--- src/rtl/draw_pkg.sv ---
// Shared screen geometry, pixel field widths, sequencer state codes and the pixel record
// used by the draw sequencer and its pixel mux.
package draw_pkg;
  localparam int SCREEN_W = 160;
  localparam int SCREEN_H = 120;
  localparam int X_W      = 8;
  localparam int Y_W      = 7;
  localparam int C_W      = 3;

  localparam logic [2:0] S_IDLE  = 3'd0;
  localparam logic [2:0] S_START = 3'd1;
  localparam logic [2:0] S_RUN   = 3'd2;
  localparam logic [2:0] S_NEXT  = 3'd3;
  localparam logic [2:0] S_DONE  = 3'd4;

  typedef struct packed {
    logic           plot;
    logic [X_W-1:0] x;
    logic [Y_W-1:0] y;
    logic [C_W-1:0] colour;
  } pixel_t;

  function automatic logic on_screen(input logic [X_W-1:0] x, input logic [Y_W-1:0] y);
    return (x < X_W'(SCREEN_W)) && (y < Y_W'(SCREEN_H));
  endfunction
endpackage

--- src/rtl/draw_sequencer_if.sv ---
// Bundle between the draw sequencer, its drawing clients and the VGA adapter.
// The slave modport is the sequencer's view; master is the surrounding system's view.
interface draw_sequencer_if #(parameter int NUM_CLIENTS = 4);
  import draw_pkg::*;

  logic                           frame_go;
  logic [NUM_CLIENTS-1:0]         skip_mask;
  logic [NUM_CLIENTS-1:0]         client_en;
  logic [NUM_CLIENTS-1:0]         client_finish;
  logic [NUM_CLIENTS-1:0]         client_plot;
  logic [NUM_CLIENTS*X_W-1:0]     client_x;
  logic [NUM_CLIENTS*Y_W-1:0]     client_y;
  logic [NUM_CLIENTS*C_W-1:0]     client_colour;
  logic [X_W-1:0]                 vga_x;
  logic [Y_W-1:0]                 vga_y;
  logic [C_W-1:0]                 vga_colour;
  logic                           vga_plot;
  logic                           busy;
  logic                           pass_done;
  logic [NUM_CLIENTS-1:0]         timeout_err;

  modport slave (
    input  frame_go, skip_mask, client_finish, client_plot, client_x, client_y, client_colour,
    output client_en, vga_x, vga_y, vga_colour, vga_plot, busy, pass_done, timeout_err
  );

  modport master (
    output frame_go, skip_mask, client_finish, client_plot, client_x, client_y, client_colour,
    input  client_en, vga_x, vga_y, vga_colour, vga_plot, busy, pass_done, timeout_err
  );
endinterface

--- src/rtl/draw_pixel_mux.sv ---
// Selects the active client's pixel and registers it for the VGA adapter (1-cycle latency).
// DRAW_SEQ_CLIP_EN suppresses plot for off-screen pixels; data fields still load.
module draw_pixel_mux
  import draw_pkg::*;
#(
  parameter int NUM_CLIENTS = 4,
  parameter int SEL_W       = 2
) (
  input  logic                       clock,
  input  logic                       reset,
  input  logic [SEL_W-1:0]           i_sel,
  input  logic                       i_active,
  input  logic [NUM_CLIENTS-1:0]     i_plot,
  input  logic [NUM_CLIENTS*X_W-1:0] i_x,
  input  logic [NUM_CLIENTS*Y_W-1:0] i_y,
  input  logic [NUM_CLIENTS*C_W-1:0] i_colour,
  output pixel_t                     o_pix
);
  pixel_t w_pick;
  logic   w_visible;
  pixel_t r_pix;

  always_comb begin
    w_pick.plot   = i_plot[i_sel];
    w_pick.x      = i_x[int'(i_sel)*X_W +: X_W];
    w_pick.y      = i_y[int'(i_sel)*Y_W +: Y_W];
    w_pick.colour = i_colour[int'(i_sel)*C_W +: C_W];
  end

`ifdef DRAW_SEQ_CLIP_EN
  assign w_visible = on_screen(w_pick.x, w_pick.y);
`else
  assign w_visible = 1'b1;
`endif

  // Outside START/RUN the last coordinates are held so the adapter bus stays quiet.
  always_ff @(posedge clock) begin
    if (reset) begin
      r_pix <= '0;
    end else if (i_active) begin
      r_pix <= {w_pick.plot & w_visible, w_pick.x, w_pick.y, w_pick.colour};
    end else begin
      r_pix.plot <= 1'b0;
    end
  end

  assign o_pix = r_pix;
endmodule

--- src/rtl/draw_sequencer.sv ---
// Runs one redraw pass per frame_go, starting each unskipped client in index order with a
// watchdog per client; pixels reach the VGA bus 1 cycle late. Clipping via DRAW_SEQ_CLIP_EN.
module draw_sequencer
  import draw_pkg::*;
#(
  parameter int NUM_CLIENTS    = 4,
  parameter int TIMEOUT_CYCLES = 32768
) (
  input  logic             clock,
  input  logic             reset,
  draw_sequencer_if.slave  bus
);
  localparam int SEL_W = (NUM_CLIENTS > 1) ? $clog2(NUM_CLIENTS) : 1;
  localparam int WD_W  = $clog2(TIMEOUT_CYCLES) + 1;
  localparam logic [WD_W-1:0] WD_LAST = WD_W'(TIMEOUT_CYCLES - 1);

  logic [2:0]             r_state;
  logic [SEL_W-1:0]       r_sel;
  logic [NUM_CLIENTS-1:0] r_skip;
  logic [WD_W-1:0]        r_wdog;
  logic [NUM_CLIENTS-1:0] r_timeout_err;

  logic                   w_first_vld;
  logic [SEL_W-1:0]       w_first_idx;
  logic                   w_next_vld;
  logic [SEL_W-1:0]       w_next_idx;
  logic                   w_finish;
  logic                   w_active;
  pixel_t                 w_pix;

  // Descending scans so the lowest qualifying index is the one left standing.
  always_comb begin
    w_first_vld = 1'b0;
    w_first_idx = '0;
    w_next_vld  = 1'b0;
    w_next_idx  = '0;
    for (int i = NUM_CLIENTS - 1; i >= 0; i--) begin
      if (!bus.skip_mask[i]) begin
        w_first_vld = 1'b1;
        w_first_idx = SEL_W'(i);
      end
      if (!r_skip[i] && (i > int'(r_sel))) begin
        w_next_vld = 1'b1;
        w_next_idx = SEL_W'(i);
      end
    end
  end

  assign w_finish = bus.client_finish[r_sel];
  assign w_active = (r_state == S_START) || (r_state == S_RUN);

  always_ff @(posedge clock) begin
    if (reset) begin
      r_state       <= S_IDLE;
      r_sel         <= '0;
      r_skip        <= '0;
      r_wdog        <= '0;
      r_timeout_err <= '0;
    end else begin
      case (r_state)
        S_IDLE: begin
          if (bus.frame_go) begin
            r_skip        <= bus.skip_mask;
            r_timeout_err <= '0;
            r_sel         <= w_first_idx;
            r_state       <= w_first_vld ? S_START : S_DONE;
          end
        end
        S_START: begin
          r_wdog  <= '0;
          r_state <= S_RUN;
        end
        S_RUN: begin
          // A finish landing on the last watchdog cycle still counts as a clean exit.
          if (w_finish) begin
            r_state <= S_NEXT;
          end else if (r_wdog == WD_LAST) begin
            r_state              <= S_NEXT;
            r_timeout_err[r_sel] <= 1'b1;
          end else begin
            r_wdog <= r_wdog + 1'b1;
          end
        end
        S_NEXT: begin
          if (w_next_vld) begin
            r_sel   <= w_next_idx;
            r_state <= S_START;
          end else begin
            r_state <= S_DONE;
          end
        end
        S_DONE:  r_state <= S_IDLE;
        default: r_state <= S_IDLE;
      endcase
    end
  end

  assign bus.client_en   = (r_state == S_START) ? (NUM_CLIENTS'(1) << r_sel) : '0;
  assign bus.busy        = (r_state != S_IDLE);
  assign bus.pass_done   = (r_state == S_DONE);
  assign bus.timeout_err = r_timeout_err;

  draw_pixel_mux #(
    .NUM_CLIENTS (NUM_CLIENTS),
    .SEL_W       (SEL_W)
  ) u_pixel_mux (
    .clock    (clock),
    .reset    (reset),
    .i_sel    (r_sel),
    .i_active (w_active),
    .i_plot   (bus.client_plot),
    .i_x      (bus.client_x),
    .i_y      (bus.client_y),
    .i_colour (bus.client_colour),
    .o_pix    (w_pix)
  );

  assign bus.vga_plot   = w_pix.plot;
  assign bus.vga_x      = w_pix.x;
  assign bus.vga_y      = w_pix.y;
  assign bus.vga_colour = w_pix.colour;
endmodule

--- src/flat_wrapper.sv ---
// flat-port wrapper written by rule: the top's interface ports become plain ports
module draw_sequencer_flat import draw_pkg::*;
#(
  parameter int NUM_CLIENTS    = 4,
  parameter int TIMEOUT_CYCLES = 32768
)
  (clock, reset, bus_frame_go, bus_skip_mask, bus_client_finish, bus_client_plot, bus_client_x, bus_client_y, bus_client_colour, bus_client_en, bus_vga_x, bus_vga_y, bus_vga_colour, bus_vga_plot, bus_busy, bus_pass_done, bus_timeout_err);
  draw_sequencer_if #(.NUM_CLIENTS(NUM_CLIENTS)) bus_i ();
  input  logic clock;
  input  logic reset;
  input wire logic [$bits(bus_i.frame_go)-1:0] bus_frame_go;
  input wire logic [$bits(bus_i.skip_mask)-1:0] bus_skip_mask;
  input wire logic [$bits(bus_i.client_finish)-1:0] bus_client_finish;
  input wire logic [$bits(bus_i.client_plot)-1:0] bus_client_plot;
  input wire logic [$bits(bus_i.client_x)-1:0] bus_client_x;
  input wire logic [$bits(bus_i.client_y)-1:0] bus_client_y;
  input wire logic [$bits(bus_i.client_colour)-1:0] bus_client_colour;
  output wire logic [$bits(bus_i.client_en)-1:0] bus_client_en;
  output wire logic [$bits(bus_i.vga_x)-1:0] bus_vga_x;
  output wire logic [$bits(bus_i.vga_y)-1:0] bus_vga_y;
  output wire logic [$bits(bus_i.vga_colour)-1:0] bus_vga_colour;
  output wire logic [$bits(bus_i.vga_plot)-1:0] bus_vga_plot;
  output wire logic [$bits(bus_i.busy)-1:0] bus_busy;
  output wire logic [$bits(bus_i.pass_done)-1:0] bus_pass_done;
  output wire logic [$bits(bus_i.timeout_err)-1:0] bus_timeout_err;
  assign bus_i.frame_go = bus_frame_go;
  assign bus_i.skip_mask = bus_skip_mask;
  assign bus_i.client_finish = bus_client_finish;
  assign bus_i.client_plot = bus_client_plot;
  assign bus_i.client_x = bus_client_x;
  assign bus_i.client_y = bus_client_y;
  assign bus_i.client_colour = bus_client_colour;
  assign bus_client_en = bus_i.client_en;
  assign bus_vga_x = bus_i.vga_x;
  assign bus_vga_y = bus_i.vga_y;
  assign bus_vga_colour = bus_i.vga_colour;
  assign bus_vga_plot = bus_i.vga_plot;
  assign bus_busy = bus_i.busy;
  assign bus_pass_done = bus_i.pass_done;
  assign bus_timeout_err = bus_i.timeout_err;
  draw_sequencer #(.NUM_CLIENTS(NUM_CLIENTS), .TIMEOUT_CYCLES(TIMEOUT_CYCLES)) u_core (.clock(clock), .reset(reset), .bus(bus_i));
endmodule
--- config.mk ---
export PLATFORM = sky130hd
export DESIGN_NAME = draw_sequencer_flat
export DESIGN_NICKNAME = d
export VERILOG_FILES = /design/src/rtl/draw_pkg.sv /design/src/rtl/draw_sequencer_if.sv /design/src/rtl/draw_pixel_mux.sv /design/src/rtl/draw_sequencer.sv /design/src/flat_wrapper.sv
export SDC_FILE = /design/constraint.sdc
export NUM_CORES = 1
export LEC_CHECK = 0
export CORE_MARGIN = 2
export CORE_UTILIZATION = 33
export CTS_BUF_LIST = sky130_fd_sc_hd__clkbuf_4 sky130_fd_sc_hd__clkbuf_8 sky130_fd_sc_hd__clkbuf_16
export CTS_CLUSTER_DIAMETER = 60
export DETAILED_ROUTE_END_ITERATION = 12
export PLACE_DENSITY = 0.66
export REMOVE_ABC_BUFFERS = 1
export SLEW_MARGIN = 20
export SYNTH_ARGS = -nofsm -noshare
export SYNTH_HDL_FRONTEND = slang
export SYNTH_SLANG_ARGS = --single-unit
--- constraint.sdc ---
create_clock -name clock -period 1.99 [get_ports clock]
set_input_delay 0.199 -clock clock [delete_from_list [all_inputs] [get_ports clock]]
set_output_delay 0.199 -clock clock [all_outputs]
set_load 0.01 [all_outputs]
==> results.py, run 1 <==
metrics = {
    "worst_setup_path": {
        "timing.rr.end": "u_core.r_wdog[4]$_SDFFE_PP0P_",
        "r2r_slack_ns": 0.11,
        "r2r_start": "u_core.r_sel[0]$_SDFFE_PP0P_",
        "cp.depth": 3,
        "critPathBufInv": 2,
        "end_kind": "primary output",
        "cp_data_arrival_time_ns": 1.70,
        "critPathRequiredTime_ns": 1.79,
        "critical_path.cell_chain": "buf_4 -> or3_1 -> clkdlybuf4s50_1",
        "worstSetupPathType": "flip-flop to primary output",
        "setup.worst_path.start": "u_core.r_state[1]$_SDFFE_PP0P_",
        "path_delay_family": "buffers and inverters",
        "startpoint_type": "flip-flop",
        "r2r_cells": 6,
        "cp_max_fo": 8,
        "cpPeakStageDelay_ns": 0.50,
        "crit_end": "bus_busy",
        "critPathSlowestCell": "clkdlybuf4s50_1",
    },
    "logic_synthesis": {
        "synth_top_family_by_area": "simple AND/OR/NAND/NOR gates",
        "synth_top_area_frac": 0.355,
        "synthTopCellsByArea": "dfxtp_1 36%, mux4_2 17%, nand2_1 7.5%",
        "postSynthCellCount": 296,
        "synth-xor-area-share": 0.00661,
        "yosys.area.top_type": "dfxtp_1",
        "synth-simple-area-share": 0.213,
        "synth_compound_area_frac": 0.190,
        "synth_fa_ha_area_frac": 0.00472,
        "synth_area_mm2": 0.00265,
        "synth_mux_area_frac": 0.186,
        "yosysUniqueCellTypes": 48,
        "synth.most_common_cell": "nand2_1",
        "ys_seq_area_frac": 0.355,
        "synth_seq_cells": 47,
        "synth-edff-count": 0,
        "synth_warnings": 0,
        "ys_async_sr_fraction": 0,
        "synth-main-ff-cell": "dfxtp_1",
        "synth_commonest_cells": "53 x nand2_1, 47 x dfxtp_1, 24 x a21oi_1, 24 x nor2_1, 20 x mux4_2",
        "post_synth.cell_area_avg_um2": 8.95,
    },
    "routing": {
        "wl_per_cell_um": 15.6,
        "viasPerCell": 5.18,
        "drt.antenna.violating_nets": 0,
        "met1_length_mm": 3.47,
        "dr_wl_met3_um": 334,
        "drt_first_pass_iters": 4,
        "routed_wirelength_mm": 8.30,
        "vias": 2754,
        "routed.top_layer": "met4",
        "drt_iter0_drc": 132,
        "drc": 0,
        "wl_met2_mm": 4.31,
    },
    "cells_and_area": {
        "nNetsFinal": 517,
        "final_area_mm2": 0.00421,
        "fin_util": 0.542,
        "drive_above_1_share": 0.167,
        "syn_to_final_growth_pct": 58.7,
        "antenna_cells": 0,
    },
    "cts": {
        "clkLatencyLatePin_ns": 0.31,
        "ctsLongestPathBuffers": 2,
        "cts.sinks": 47,
        "clk_pin_slew_ns": 0.09,
        "ctsRootBufferMaster": "clkbuf_8",
        "numCtsBuffers": 5,
        "cts_tree": "yes",
        "htree_levels": 2,
    },
    "floorplanning": {
        "chipWidth_um": 93.6,
        "io_pins": 116,
        "dieArea_mm2": 0.00876,
        "floorplan.initialDensity": 0.341,
        "die_h_um": 93.6,
        "rows": 32,
        "core_area_mm2": 0.00777,
    },
    "hold_path": {
        "holdPathStages": 2,
        "hold_class": "flip-flop to flip-flop",
    },
    "timing": {
        "skew_ns": 0.00963,
        "drv_slew": 0,
        "rsz0062_at_grt": "no",
        "setup_viol": 0,
        "worst_slack_ns": 0.0863,
        "slew_headroom": 0.527,
        "hold_viol_final": 0,
        "period_needed_ns": 1.90,
        "fmax_mhz": 525,
        "fin_crit_sh": 0.957,
        "worst_slew_pin_slew_ns": 0.709,
    },
    "place": {
        "dp_slack_ns": -0.165,
        "port_buffers": 115,
        "placed_area_mm2": 0.00403,
        "dp_hpwl_mm": 6.29,
        "place_congestion": 0.802,
    },
    "power": {
        "clock_power_share": 0.210,
        "swShare": 0.338,
        "power_density_mw_per_mm2": 824,
        "power.net_switching_mw": 1.17,
        "intPower_mw": 2.30,
        "seq_power_share": 0.337,
        "power_frac_comb": 0.453,
        "vdd_drop_max_mv": 0.430,
        "leakagePower_nw": 1.57,
    },
    "grt": {
        "grt_pass1_wl_mm": 13.0,
        "grt.total_usage": 0.188,
        "grt_max_degree": 32,
        "grt.overflow.total": 0,
        "grt_pass1_vias": 2684,
        "grt_antenna_before_repair": 0,
    },
    "run": {
        "drv_cap": 0,
    },
    "run_status": {
        "status": "complete, no violations",
    },
}
what timing repair did:
action                                 in CTS  in global routing
resized for setup                           6                  9
pin swaps                                   2                  2
setup endpoints to repair                  17                 13
gates cloned                                0                  0
hold buffers                                0                  0
endpoints found under the hold margin       0                  0
setup buffers                               4                  1
registers in the layout, indices dropped and copies added (netlist names):
| signal | count |
|---|---|
| u_core.r_state | 3 |
| u_core.bus.timeout_err | 4 |
| u_core.r_sel | 2 |
| u_core.r_skip | 3 |
| u_core.r_wdog | 16 |
| u_core.u_pixel_mux.o_pix | 19 |
area by class of cell:
class	count	area, um2
clock inverters	3	46.3
well taps	102	128
fillers	732	3560
multi-input cells	224	1590
inverters	4	15.0
clock buffers	5	68.8
repair buffers	147	1410
flip-flops and latches	47	946
stage by stage:
stage	cells	hold WS, ns	total power, mW	TNS, ns
3_5_place_dp	519	0.443	2.71	-1.88
5_1_grt	532	0.485	3.69	0
6_report	532	0.458	3.47	0
3_3_place_gp	519	0.437	2.69	-0.989
2_1_floorplan	275	0.268	1.98	-13.95
4_1_cts	531	0.459	3.48	0
cells by family after synthesis:
family / after synthesis
simple gates: 119
flops: 47
mux: 24
fa+ha+maj: 1
buf+inv: 25
compound gates: 78
xor+xnor: 2
cells in the final DEF (no fill, tap or decap), drive strengths merged, types with 5 or more instances in the layout:
master         netlist  final
clkdlybuf4s50        0    111
nand2               53     53
dfxtp               47     47
buf                  9     32
nor2                25     25
o21ai               25     25
a21oi               24     24
mux4                20     20
nand2b               9      9
o31ai                9      9
nand3                8      8
nor3                 5      5
clkbuf              12      5
inv                  4      5
worst min-delay path, delay by kind of cell (launching register included):
family	cells	cell delay (ns)
compound gates	1	0.05
simple gates	1	0.05
flops	1	0.32
power groups by stage:
stage / Clock (mW) / Combinational [mW] / Sequential [mW]
after detailed placement: 0 / 1.52 / 1.18
after global routing: 0.783 / 1.72 / 1.19
after global placement: 0 / 1.51 / 1.18
after floorplan: 0 / 0.664 / 1.32
final: 0.726 / 1.57 / 1.17
after CTS: 0.744 / 1.57 / 1.17
metal layers:
layer / vias to the layer above / GRT usage
li1: 1351 / -
met1: 1314 / 0.235
met2: 72 / 0.326
met3: 17 / 0.0330
met4: 0 / 0.0652
met5: - / 0
worst min path at each step:
| stage | start | end | slack, ns |
|---|---|---|---|
| after global placement | u_core.bus.timeout_err[2]$_SDFFE_PP0P_ | u_core.bus.timeout_err[2]$_SDFFE_PP0P_ | 0.44 |
| after floorplan | reset | u_core.r_wdog[1]$_SDFFE_PP0P_ | 0.27 |
| after detailed placement | u_core.bus.timeout_err[3]$_SDFFE_PP0P_ | u_core.bus.timeout_err[3]$_SDFFE_PP0P_ | 0.44 |
| final | u_core.u_pixel_mux.o_pix[13]$_SDFFE_PP0N_ | u_core.u_pixel_mux.o_pix[13]$_SDFFE_PP0N_ | 0.46 |
| after CTS | u_core.u_pixel_mux.o_pix[11]$_SDFFE_PP0N_ | u_core.u_pixel_mux.o_pix[11]$_SDFFE_PP0N_ | 0.46 |
| after global routing | u_core.u_pixel_mux.o_pix[14]$_SDFFE_PP0N_ | u_core.u_pixel_mux.o_pix[14]$_SDFFE_PP0N_ | 0.49 |
Note: power is estimated with default switching activity, not from simulation.
==> run 2, diff against run 1 <==
- CORE_UTILIZATION: 33 -> 38
- PLACE_DENSITY: 0.66 -> 0.74
- TNS_END_PERCENT: not set -> 30
==> run 2 against run 1 <==
Sequential power about the same. Global-route usage up 1.6 points. Critical endpoint is now u_core.r_wdog[2]$_SDFFE_PP0P_. Critical path depth up 3. Register-to-register slack about the same. Sequential cell count unchanged. Utilization up 7.9 points. Final area down 0.30%. Count of clock-buffer cells in the layout unchanged. Die area down 13%. Clock power down 2%. Setup slack better by 0.032 ns. Hold slack better by 0.0010 ns.
==> results.py, run 2 (synthesized netlist as in run 1, its figures left out) <==
metrics = {
    "timing": {
        "worst_slew_pin_slew_ns": 0.497,
        "hold_viol_final": 0,
        "slew_headroom": 0.664,
        "fmax_mhz": 534,
        "fin_crit_sh": 0.941,
        "rsz0062_at_grt": "no",
        "drv_slew": 0,
        "setup_viol": 0,
        "skew_ns": 0.00948,
        "period_needed_ns": 1.87,
    },
    "cts": {
        "numCtsBuffers": 5,
        "ctsLongestPathBuffers": 2,
        "cts.sinks": 47,
        "htree_levels": 2,
        "ctsRootBufferMaster": "clkbuf_8",
        "clk_pin_slew_ns": 0.09,
        "cts-hold-fix-buffers": 0,
        "cts_tree": "yes",
        "clkLatencyLatePin_ns": 0.30,
    },
    "grt": {
        "grt_pass1_wl_mm": 12.3,
        "grt.total_usage": 0.204,
        "grt_antenna_before_repair": 0,
        "grt_pass1_vias": 2624,
        "grt.overflow.total": 0,
        "grt_max_degree": 32,
    },
    "place": {
        "place_congestion": 0.789,
        "dp_cells": 500,
        "port_buffers": 115,
        "dp_hpwl_mm": 6.11,
    },
    "power": {
        "intPower_mw": 2.31,
        "power_frac_comb": 0.455,
        "seq_power_share": 0.339,
        "vdd_drop_max_mv": 0.511,
        "power.net_switching_mw": 1.14,
        "swShare": 0.331,
        "leakagePower_nw": 1.59,
        "power_density_mw_per_mm2": 823,
        "clock_power_share": 0.206,
    },
    "cells_and_area": {
        "fin_util": 0.621,
        "antenna_cells": 0,
        "register_area_um2": 947,
        "layout_commonest_cell": "clkdlybuf4s50_1",
        "fillers": 573,
        "largest_reg_flops": 19,
        "multi_input_area_mm2": 0.00160,
        "syn_to_final_growth_pct": 58.3,
        "stdcell_count": 510,
        "nNetsFinal": 517,
        "final_cell_mix": "111 x clkdlybuf4s50_1, 53 x nand2_1, 44 x dfxtp_1",
        "drive_above_1_share": 0.167,
    },
    "worst_setup_path": {
        "cp_data_arrival_time_ns": 2.06,
        "end_kind": "flip-flop",
        "setup.worst_path.start": "u_core.r_sel[0]$_SDFFE_PP0P_",
        "crit_end": "u_core.r_wdog[2]$_SDFFE_PP0P_",
        "worstSetupPathType": "flip-flop to flip-flop",
        "critPathRequiredTime_ns": 2.18,
        "r2r_cells": 6,
        "startpoint_type": "flip-flop",
        "r2r_slack_ns": 0.12,
        "r2r_start": "u_core.r_sel[0]$_SDFFE_PP0P_",
        "timing.rr.end": "u_core.r_wdog[2]$_SDFFE_PP0P_",
        "cp_max_fo": 14,
    },
    "routing": {
        "vias": 2730,
        "viasPerCell": 5.35,
        "drt_first_pass_iters": 6,
        "drt.antenna.violating_nets": 0,
        "routed_wirelength_mm": 7.87,
        "drc": 0,
        "drt_iter0_drc": 170,
        "wl_per_cell_um": 15.4,
    },
    "floorplanning": {
        "floorplan.initialDensity": 0.392,
        "chipWidth_um": 87.5,
        "io_pins": 116,
        "dieArea_mm2": 0.00766,
        "die_h_um": 87.5,
        "core_area_mm2": 0.00676,
        "rows": 30,
    },
    "hold_path": {
        "holdCritStartpoint": "u_core.u_pixel_mux.o_pix[10]$_SDFFE_PP0N_",
        "hold_class": "flip-flop to flip-flop",
    },
    "run_status": {
        "status": "complete, no violations",
    },
    "run": {
        "drv_cap": 0,
    },
}
-- run 2: final cells by class --
cell class / instances / share of cell area
timing repair buffer: 147 / 0.339
tap: 80 / 0.0239
sequential: 47 / 0.226
multi-input combinational: 224 / 0.381
clock inverter: 3 / 0.0104
inverter: 4 / 0.00358
clock buffer: 5 / 0.0164
-- run 2: stage by stage --
stage | TNS, ns | instance area [um2] | hold WS [ns] | setup WS, ns | power, mW
after floorplan | -13.95 | 2550 | 0.268 | -0.748 | 1.98
after global placement | -0.795 | 4030 | 0.436 | -0.0919 | 2.70
after detailed placement | -1.33 | 4030 | 0.446 | -0.155 | 2.73
after CTS | 0 | 4170 | 0.459 | 0.0130 | 3.47
after global routing | 0 | 4190 | 0.478 | 0.0297 | 3.67
final | 0 | 4190 | 0.459 | 0.118 | 3.45
-- run 2: timing repair --
action                     4_1_cts  5_1_grt
resized for setup                6        9
pin swaps                        1        3
setup endpoints to repair       18       19
buffers inserted                 1        1
hold endpoints to repair         0        0
-- run 2: how the worst min path moves through the flow --
stage,endpoint,slack (ns),cells after the start
2_1_floorplan,u_core.r_wdog[1]$_SDFFE_PP0P_,0.27,1
3_3_place_gp,u_core.bus.timeout_err[3]$_SDFFE_PP0P_,0.44,2
3_5_place_dp,u_core.bus.timeout_err[2]$_SDFFE_PP0P_,0.45,2
4_1_cts,u_core.u_pixel_mux.o_pix[10]$_SDFFE_PP0N_,0.46,2
5_1_grt,u_core.u_pixel_mux.o_pix[6]$_SDFFE_PP0N_,0.48,2
6_report,u_core.u_pixel_mux.o_pix[10]$_SDFFE_PP0N_,0.46,2
-- run 2: critical path: stages, from the launching register on --
cell and delay [ns]:
dfxtp_2 0.36, mux4_2 0.55, o311ai_4 0.29, o31ai_4 0.13, buf_12 0.17, o21ai_0 0.15
o21ai_0 0.11
-- run 2: power groups by stage --
stage / registers, mW / clock network, mW / logic (mW)
floorplan: 1.32 / 0 / 0.664
global placement: 1.18 / 0 / 1.52
detailed placement: 1.19 / 0 / 1.55
CTS: 1.17 / 0.728 / 1.57
global route: 1.19 / 0.761 / 1.72
finish: 1.17 / 0.710 / 1.57
-- run 2: layer usage --
layer	vias to the layer above	routed length, um	GRT usage
met3	9	333	0.0332
li1	1351	-	-
met5	-	0	0
met2	78	4230	0.361
met4	0	99	0.0643
met1	1292	3210	0.255
